$ cat src/rtl/flap_key_conditioner_if.sv
// Push-button conditioner bus: raw key level in, debounced pulse/level out.
interface flap_key_conditioner_if;
   logic key_raw;
   logic press;
   logic held;

   modport master (
      output key_raw,
      input  press,
      input  held
   );

   modport slave (
      input  key_raw,
      output press,
      output held
   );
endinterface

$ cat src/rtl/flap_key_conditioner.sv
// Conditions a raw push-button into a single-cycle press pulse and a debounced
// held level: two-flop synchroniser, then a four-state stability-check FSM.
module flap_key_conditioner #(
   parameter int DEBOUNCE_CYCLES = 16,
   parameter int ACTIVE_LOW      = 1
) (
   input  logic                  clk,
   input  logic                  reset,
   flap_key_conditioner_if.slave key_if
);

   localparam int             CW       = $clog2(DEBOUNCE_CYCLES + 1);
   localparam logic [CW-1:0]  CNT_ZERO = '0;
   localparam logic [CW-1:0]  CNT_ONE  = CW'(1);
   localparam logic [CW-1:0]  CNT_LAST = CW'(DEBOUNCE_CYCLES - 1);
   localparam logic [CW-1:0]  CNT_MAX  = CW'(DEBOUNCE_CYCLES);
   localparam logic           POL      = (ACTIVE_LOW != 0) ? 1'b1 : 1'b0;

   typedef enum logic [1:0] {
      RELEASED    = 2'd0,
      PRESS_CHK   = 2'd1,
      PRESSED     = 2'd2,
      RELEASE_CHK = 2'd3
   } state_e;

   state_e         state_q, state_d;
   logic [CW-1:0]  cnt_q, cnt_d;
   logic           sync1_q, sync1_d;
   logic           sync2_q, sync2_d;
   logic           press_q, press_d;
   logic           held_q, held_d;
   logic           key_n;
   logic           key_sync;

   // Saturating increment so a stuck counter can never wrap back to zero.
   function automatic logic [CW-1:0] sat_inc(input logic [CW-1:0] v);
      if (v < CNT_MAX) begin
         return v + CNT_ONE;
      end else begin
         return v;
      end
   endfunction

   assign key_n    = key_if.key_raw ^ POL;   // 1 = pressed from here on
   assign key_sync = sync2_q;

   // Synchroniser next values; reset forces both stages to "not pressed".
   always_comb begin
      sync1_d = sync1_q;
      sync2_d = sync2_q;
      if (reset) begin
         sync1_d = 1'b0;
         sync2_d = 1'b0;
      end else begin
         sync1_d = key_n;
         sync2_d = sync1_q;
      end
   end

   // Debounce FSM: next state, stability counter and registered-output inputs.
   always_comb begin
      state_d = state_q;
      cnt_d   = cnt_q;
      press_d = 1'b0;
      if (reset) begin
         state_d = RELEASED;
         cnt_d   = CNT_ZERO;
      end else begin
         case (state_q)
            RELEASED: begin
               if (key_sync) begin
                  state_d = PRESS_CHK;
                  cnt_d   = CNT_ONE;
               end else begin
                  cnt_d   = CNT_ZERO;
               end
            end
            PRESS_CHK: begin
               if (!key_sync) begin
                  state_d = RELEASED;       // bounce: drop without a pulse
                  cnt_d   = CNT_ZERO;
               end else if (cnt_q == CNT_LAST) begin
                  state_d = PRESSED;
                  cnt_d   = CNT_ZERO;
                  press_d = 1'b1;
               end else begin
                  cnt_d   = sat_inc(cnt_q);
               end
            end
            PRESSED: begin
               if (!key_sync) begin
                  state_d = RELEASE_CHK;
                  cnt_d   = CNT_ONE;
               end else begin
                  cnt_d   = cnt_q;
               end
            end
            RELEASE_CHK: begin
               if (key_sync) begin
                  state_d = PRESSED;        // release glitch: no new pulse
                  cnt_d   = CNT_ZERO;
               end else if (cnt_q == CNT_LAST) begin
                  state_d = RELEASED;
                  cnt_d   = CNT_ZERO;
               end else begin
                  cnt_d   = sat_inc(cnt_q);
               end
            end
            default: begin
               state_d = RELEASED;
               cnt_d   = CNT_ZERO;
            end
         endcase
      end
      held_d = (state_d == PRESSED) || (state_d == RELEASE_CHK);
   end

   // All state and outputs register here; reset is folded into the _d logic.
   always_ff @(posedge clk) begin
      sync1_q <= sync1_d;
      sync2_q <= sync2_d;
      state_q <= state_d;
      cnt_q   <= cnt_d;
      press_q <= press_d;
      held_q  <= held_d;
   end

   assign key_if.press = press_q;
   assign key_if.held  = held_q;

endmodule

$ cat src/flat_wrapper.sv
// flat-port wrapper written by rule: the top's interface ports become plain ports
module flap_key_conditioner_flat 
#(
   parameter int DEBOUNCE_CYCLES = 16,
   parameter int ACTIVE_LOW      = 1
)
  (clk, reset, key_if_key_raw, key_if_press, key_if_held);
  flap_key_conditioner_if key_if_i ();
  input  logic clk;
  input  logic reset;
  input wire logic [$bits(key_if_i.key_raw)-1:0] key_if_key_raw;
  output wire logic [$bits(key_if_i.press)-1:0] key_if_press;
  output wire logic [$bits(key_if_i.held)-1:0] key_if_held;
  assign key_if_i.key_raw = key_if_key_raw;
  assign key_if_press = key_if_i.press;
  assign key_if_held = key_if_i.held;
  flap_key_conditioner #(.DEBOUNCE_CYCLES(DEBOUNCE_CYCLES), .ACTIVE_LOW(ACTIVE_LOW)) u_core (.clk(clk), .reset(reset), .key_if(key_if_i));
endmodule
$ cat config.mk
export PLATFORM = sky130hd
export DESIGN_NAME = flap_key_conditioner_flat
export DESIGN_NICKNAME = d
export VERILOG_FILES = /design/src/rtl/flap_key_conditioner_if.sv /design/src/rtl/flap_key_conditioner.sv /design/src/flat_wrapper.sv
export SDC_FILE = /design/constraint.sdc
export NUM_CORES = 1
export LEC_CHECK = 0
export ABC_AREA = 1
export BUFFER_PORTS_ARGS = -buffer_cell sky130_fd_sc_hd__buf_4
export CAP_MARGIN = 10
export CORE_ASPECT_RATIO = 0.9
export CORE_MARGIN = 2
export CORE_UTILIZATION = 33
export CTS_CLUSTER_SIZE = 10
export DETAILED_ROUTE_END_ITERATION = 10
export MAX_ROUTING_LAYER = met4
export PLACE_DENSITY = 0.59
export SYNTH_ARGS = -nofsm -noshare
export SYNTH_HDL_FRONTEND = slang
export SYNTH_SLANG_ARGS = --single-unit
$ cat constraint.sdc
create_clock -name clk -period 1.1 [get_ports clk]
set_clock_uncertainty 0.15 [all_clocks]
set_input_delay 0.11 -clock clk [delete_from_list [all_inputs] [get_ports clk]]
set_output_delay 0.11 -clock clk [all_outputs]
set_load 0.005 [all_outputs]
==> results of run 1 <==
[layout make-up]
cell class / instances / share of cell area, %
Inverter: 9 / 4.73
Timing Repair Buffer: 15 / 16.5
Sequential cell: 11 / 31.9
Clock buffer: 4 / 3.68
Tap cell: 15 / 2.63
Multi-Input combinational cell: 51 / 40.6
[cell families (layout without fill, tap and decap cells)]
family / Yosys count / count (layout) / synth area share (%)
buf+inv: 9 / 28 / 6.80
compound gates: 5 / 5 / 6.30
flops: 11 / 11 / 44.3
fa+ha+maj: 1 / 1 / 2.52
simple gates: 45 / 45 / 40.1
[metal layers]
| layer | GRT usage (%) | vias to the layer above | part of all wire, % |
|---|---|---|---|
| met1 | 16.6 | 205 | 48 |
| met5 | - | - | 0 |
| met4 | 8.82 | 0 | 3.3 |
| met2 | 21.4 | 11 | 45 |
| met3 | 3.96 | 4 | 3.9 |
| li1 | - | 258 | - |
[power groups by stage]
| stage | registers, uW | logic, uW | clock network, uW |
|---|---|---|---|
| after floorplan | 416 | 16.2 | 0 |
| after global placement | 417 | 34.0 | 0 |
| after detailed placement | 417 | 34.4 | 0 |
| after CTS | 406 | 43.6 | 289 |
| after global routing | 407 | 49.1 | 307 |
| final | 406 | 43.6 | 280 |
[path summary, 6_finish.rpt]
check / from / end / slack (ps) / cells past startpoint
worst min register to register: u_core.sync1_q / u_core.key_sync / 250 / 2
worst max-delay path: u_core.cnt_q[0] / u_core.state_q[1] / -80 / 6
worst min-delay path: reset / u_core.cnt_q[4] / 30 / 4
worst max register to register: u_core.cnt_q[0] / u_core.state_q[1] / -80 / 6
[Yosys cell counts (all sizes together)]
master,n,area (sq um)
ha,1,12.5
o21ai,1,8.76
or2,1,8.76
dfxtp,11,220
nor2,12,55.1
nand2,26,105
nor3,1,5.00
a21oi,2,10.0
nand3,5,25.0
inv,9,33.8
o22ai,2,12.5
[critical path: cells and delay by family, from the launching register on]
| family | cells | cell delay [ps] |
|---|---|---|
| AND/OR/NAND/NOR | 4 | 340 |
| AO/OA/AOI/OAI | 1 | 60 |
| flip-flops | 1 | 370 |
| adder cells (fa/ha/maj) | 1 | 150 |
[flip-flops by register name, indices dropped and copies added (netlist names)]
signal and cells:
u_core.cnt_q 5, u_core.key_if.held 1, u_core.key_if.press 1, u_core.key_sync 1, u_core.state_q 2, u_core.sync1_q 1
[per-stage QoR]
stage / total power [uW] / hold WS (ps)
floorplan: 433 / 26.7
global placement: 451 / 113
detailed placement: 451 / 114
CTS: 738 / 35.3
global route: 763 / 53.8
finish: 730 / 25.7
[timing repair]
| action | CTS | global route |
|---|---|---|
| hold endpoints to repair | 5 | 0 |
| setup buffers | 1 | 0 |
| pin swaps | 1 | 4 |
| hold buffers | 2 | 0 |
| cloned | 0 | 0 |
| setup endpoints to repair | 9 | 9 |
| resized for setup | 7 | 4 |
==> metrics, run 1 <==
outcome=complete, but fails checks; violated checks=setup timing; Vias per Instance=4.55; ANT cells=0; arrival time at the worst endpoint=1190 ps; number of DRC markers in iteration 0=8; pre-CTS setup slack=-104 ps; Die X=44.9 microns; Syn Inst Count=71; Cell Pwr Density=1020 nW/um^2; crit end category=flip-flop; Synth-to-Final Area Change=43.8%; area of the multi-input gates=290 sq um; unrepaired setup endpoints after global routing=yes; Skew-Pair Late Insertion Delay=270 ps; post-synth cell types=15; Int Pwr=566 uW; post-layout util=49.9%; commonest non-fill, non-tap cell in the layout=nand2_1; max-cap viol count=0; Fill cells=154; fmax=0.847 GHz; Initial Util=34.7%; remaining antenna violation count=0; IO Port Bufs=4; Clock transition at path regs=70 ps; post-DP HPWL=782 microns; vias in the first global route=399; Reg power frac=55.6%; I/O pin count=5; drt pass-1 iters=4; Die Ht=40.8 microns; commonest cells after routing, fill and taps aside=nand2_1, buf_4, nor2_1, inv_1, dfxtp_1; Comb power frac=6.0%; global route overflow=0; CTS Buffer Depth=2; CTS Sinks=11; pin count of the biggest net entering global routing=7; Post-Place Cells=98; Crit Path Class=reg -> reg; WL final=1.04 mm; Post-Layout Inst Area=714 sq um; crit share post-route=107%; Reg area=228 sq um; leakage=0.000330 uW; # nets final=95; Final Slew Violations=0; CP max stage cell=dfxtp_4; global-route wire length before repair=1.64 mm; WL per Instance=9.90 microns; final setup TNS=-343 ps; Mapped Avg Cell Area=7.00 sq um; Peak VDD IR=663 uV; Max-slew headroom=84.5%; Non-Filler Instances=105; fin crit period=1180 ps; clock share of power=38.4%; placed inst area=626 sq um; post-synthesis cell area=497 sq um; CTS Buf Count=3; Synth Warn #=0; Die ar.=1830 sq um; Worst path max stage delay=370 ps; post-synthesis sequential area ratio=44.3%; most used cell along the critical path=nand2_4; worst-margin pin slew=232 ps; Seq cells post-synth=11; via count=478; worst min path class=in -> reg; Max H-tree Level=1; CTS root buf=clkbuf_4; Cell Rows=13; switch share=22.5%; startpoint types=flip-flop; worst path required time=1110 ps; Setup-failing EPs final=8; gpl congestion=0.771; layout cell share with drive strength beyond 1=38.9%; Max FO, Critical Path=4; setup ws final=-80.2 ps; syn_nets=75; Psw=164 uW; initial antenna violation count=0; DRC errors left=0; crit path cell chain=ha_4 > nand2_4 > nor2_4 > nand2_4 > nand2_4 > o22ai_1; gr usage total=14.0%; count of final hold-check violations=0; Placeable Area=1430 sq um; CTS tree=done
(Power assumes the default switching activity.)
==> inputs of run 2 (changes only) <==
- CORE_ASPECT_RATIO: 0.9 -> not set
==> run 2 against run 1 <==
Compared with the run above:
- register-to-register slack barely moved
- the flow still finishes with violations (setup timing)
- sequential cell count unchanged
- routed wire length hardly changed
- highest routed layer unchanged
- largest power group unchanged
- critical endpoint is now u_core.key_if.held
==> metrics, run 2 (synthesis results as in run 1) <==
vias in the first global route=446 (+12%); hold slack=23.9 ps (-1.78 ps); Int Pwr=567 uW (+0.34%); WL per Instance=9.82 microns (-0.85%); WL final=1.04 mm (about the same); Fill cells=127 (-18%); Clock transition at path regs=70 ps (about the same); gpl congestion=0.836 (+8.3%); DRC errors left=0 (unchanged); initial antenna violation count=0 (unchanged); Max FO, Critical Path=4 (unchanged); Setup crit start=u_core.cnt_q[0]; outcome=complete, but fails checks; startpoint types=flip-flop; FF-to-FF path depth=6 (unchanged); Cell Pwr Density=1000 nW/um^2 (-1.7%); unrepaired setup endpoints after global routing=yes; violated checks=setup timing; number of DRC markers in iteration 0=10 (+2); via count=491 (+2.7%); Max-slew headroom=85.1% (+0.61 points); global-route wire length before repair=1.77 mm (+8.0%); Synth-to-Final Area Change=46.6%; CTS Buffer Depth=2 (unchanged); arrival time at the worst endpoint=1200 ps (about the same); commonest non-fill, non-tap cell in the layout=nand2_1; leakage=0.000340 uW (+3.0%); Crit Path Class=reg -> reg; Setup crit end=u_core.key_if.held; ANT cells=0 (unchanged); Setup-failing EPs final=8 (unchanged); Die X=42.8 microns (-4.7%); Max H-tree Level=1 (unchanged); switch share=22.4% (-0.091 points); gr usage total=14.0% (about the same); crit end category=flip-flop; Peak VDD IR=673 uV (+1.5%); I/O pin count=5 (unchanged); max-cap viol count=0 (unchanged); remaining antenna violation count=0 (unchanged); clock share of power=38.1% (-0.3 points); Reg with most FFs=u_core.cnt_q; biggest regs=u_core.cnt_q (5), u_core.state_q (2); RR Startpoint=u_core.cnt_q[0]; IO Port Bufs=4 (unchanged); Cell Rows=13 (unchanged); Comb power frac=6.3% (+0.3 points); Die Ht=42.8 microns (+4.9%); worst path required time=1110 ps (about the same); worst min path class=in -> reg; setup ws final=-85.7 ps (-5.45 ps); Non-Filler Instances=106 (+0.95%); CTS Sinks=11 (unchanged); Psw=164 uW (-0.18%); CTS tree=done; worst-margin pin slew=223 ps (-9.12 ps); Post-Place Cells=99 (+1.0%); Final Slew Violations=0 (unchanged); commonest cells after routing, fill and taps aside=nand2_1, buf_4, nor2_1, inv_1, dfxtp_1; # nets final=96 (+1.1%); global route overflow=0 (unchanged); register-to-register setup slack=-90 ps (about the same); CTS root buf=clkbuf_4; fin crit period=1190 ps (+5.45 ps); placed inst area=633 sq um (+1.2%); max reg flops=5 (unchanged); Reg power frac=55.5% (about the same); Skew-Pair Late Insertion Delay=280 ps (about the same); reg2reg end=u_core.key_if.held; crit share post-route=108% (+0.50 points); Placeable Area=1350 sq um (-5.7%); post-DP HPWL=742 microns (-5.1%); Initial Util=36.8% (+2.1 points); Post-Layout Inst Area=728 sq um (+1.9%); layout cell share with drive strength beyond 1=39.6% (+0.67 points); Vias per Instance=4.63 (+1.8%); CTS Buf Count=3 (unchanged); post-layout util=53.9% (+4.0 points); fmax=0.843 GHz (-0.46%); drt pass-1 iters=4 (unchanged); Die ar.=1830 sq um (about the same); pin count of the biggest net entering global routing=7 (unchanged); count of final hold-check violations=0 (unchanged)
run 2: what timing repair did:
| action | in CTS | in global routing |
|---|---|---|
| hold buffers | 3 | 0 |
| pin swaps | 3 | 1 |
| setup endpoints to repair | 9 | 9 |
| endpoints found under the hold margin | 4 | 0 |
| resized for setup | 7 | 5 |
| setup buffers | 0 | 0 |
run 2: routing by layer:
layer	vias to the layer above	global-route usage (%)	part of all wire, %
li1	267	-	-
met1	207	15.8	46
met2	12	20.6	46
met3	5	3.83	4.5
met4	0	11.3	3.7
met5	-	-	0
run 2: power by group through the flow:
stage / Clock [uW] / Sequential, uW / Combinational [uW]
after floorplan: 0 / 416 / 16.2
after global placement: 0 / 417 / 36.0
after detailed placement: 0 / 417 / 35.7
after CTS: 287 / 406 / 46.1
after global routing: 305 / 407 / 51.8
final: 279 / 406 / 46.3
run 2: worst min-delay path by stage:
stage	slack, ps	start	depth (start not counted)	end
after floorplan	30	key_if_key_raw	1	u_core.sync1_q
after global placement	110	key_if_key_raw	2	u_core.sync1_q
after detailed placement	120	key_if_key_raw	2	u_core.sync1_q
after CTS	30	reset	4	u_core.cnt_q[0]
after global routing	60	reset	4	u_core.cnt_q[0]
final	20	reset	4	u_core.cnt_q[4]
run 2: final cells by class:
| type | instances | area, sq um | area share, % |
|---|---|---|---|
| Inverter | 9 | 33.8 | 4.64 |
| Clock buffer | 4 | 26.3 | 3.61 |
| Sequential cell | 11 | 228 | 31.3 |
| Multi-Input combinational cell | 51 | 294 | 40.4 |
| Tap cell | 15 | 18.8 | 2.58 |
| Timing Repair Buffer | 16 | 128 | 17.5 |
run 2: per-stage QoR:
stage	total power, uW	setup TNS (ps)	setup WS [ps]
3_3_place_gp	453	-615	-143
6_report	731	-393	-85.7
5_1_grt	764	-902	-138
2_1_floorplan	433	-73.3	-30.6
4_1_cts	739	-363	-82.5
3_5_place_dp	453	-501	-124
run 2: critical path, stage by stage, from the launching register on:
cell and delay (ps):
dfxtp_4 370, ha_4 150, nand2_4 60, nor2_4 120
nand2_4 80, nand2_4 90, o22ai_1 70
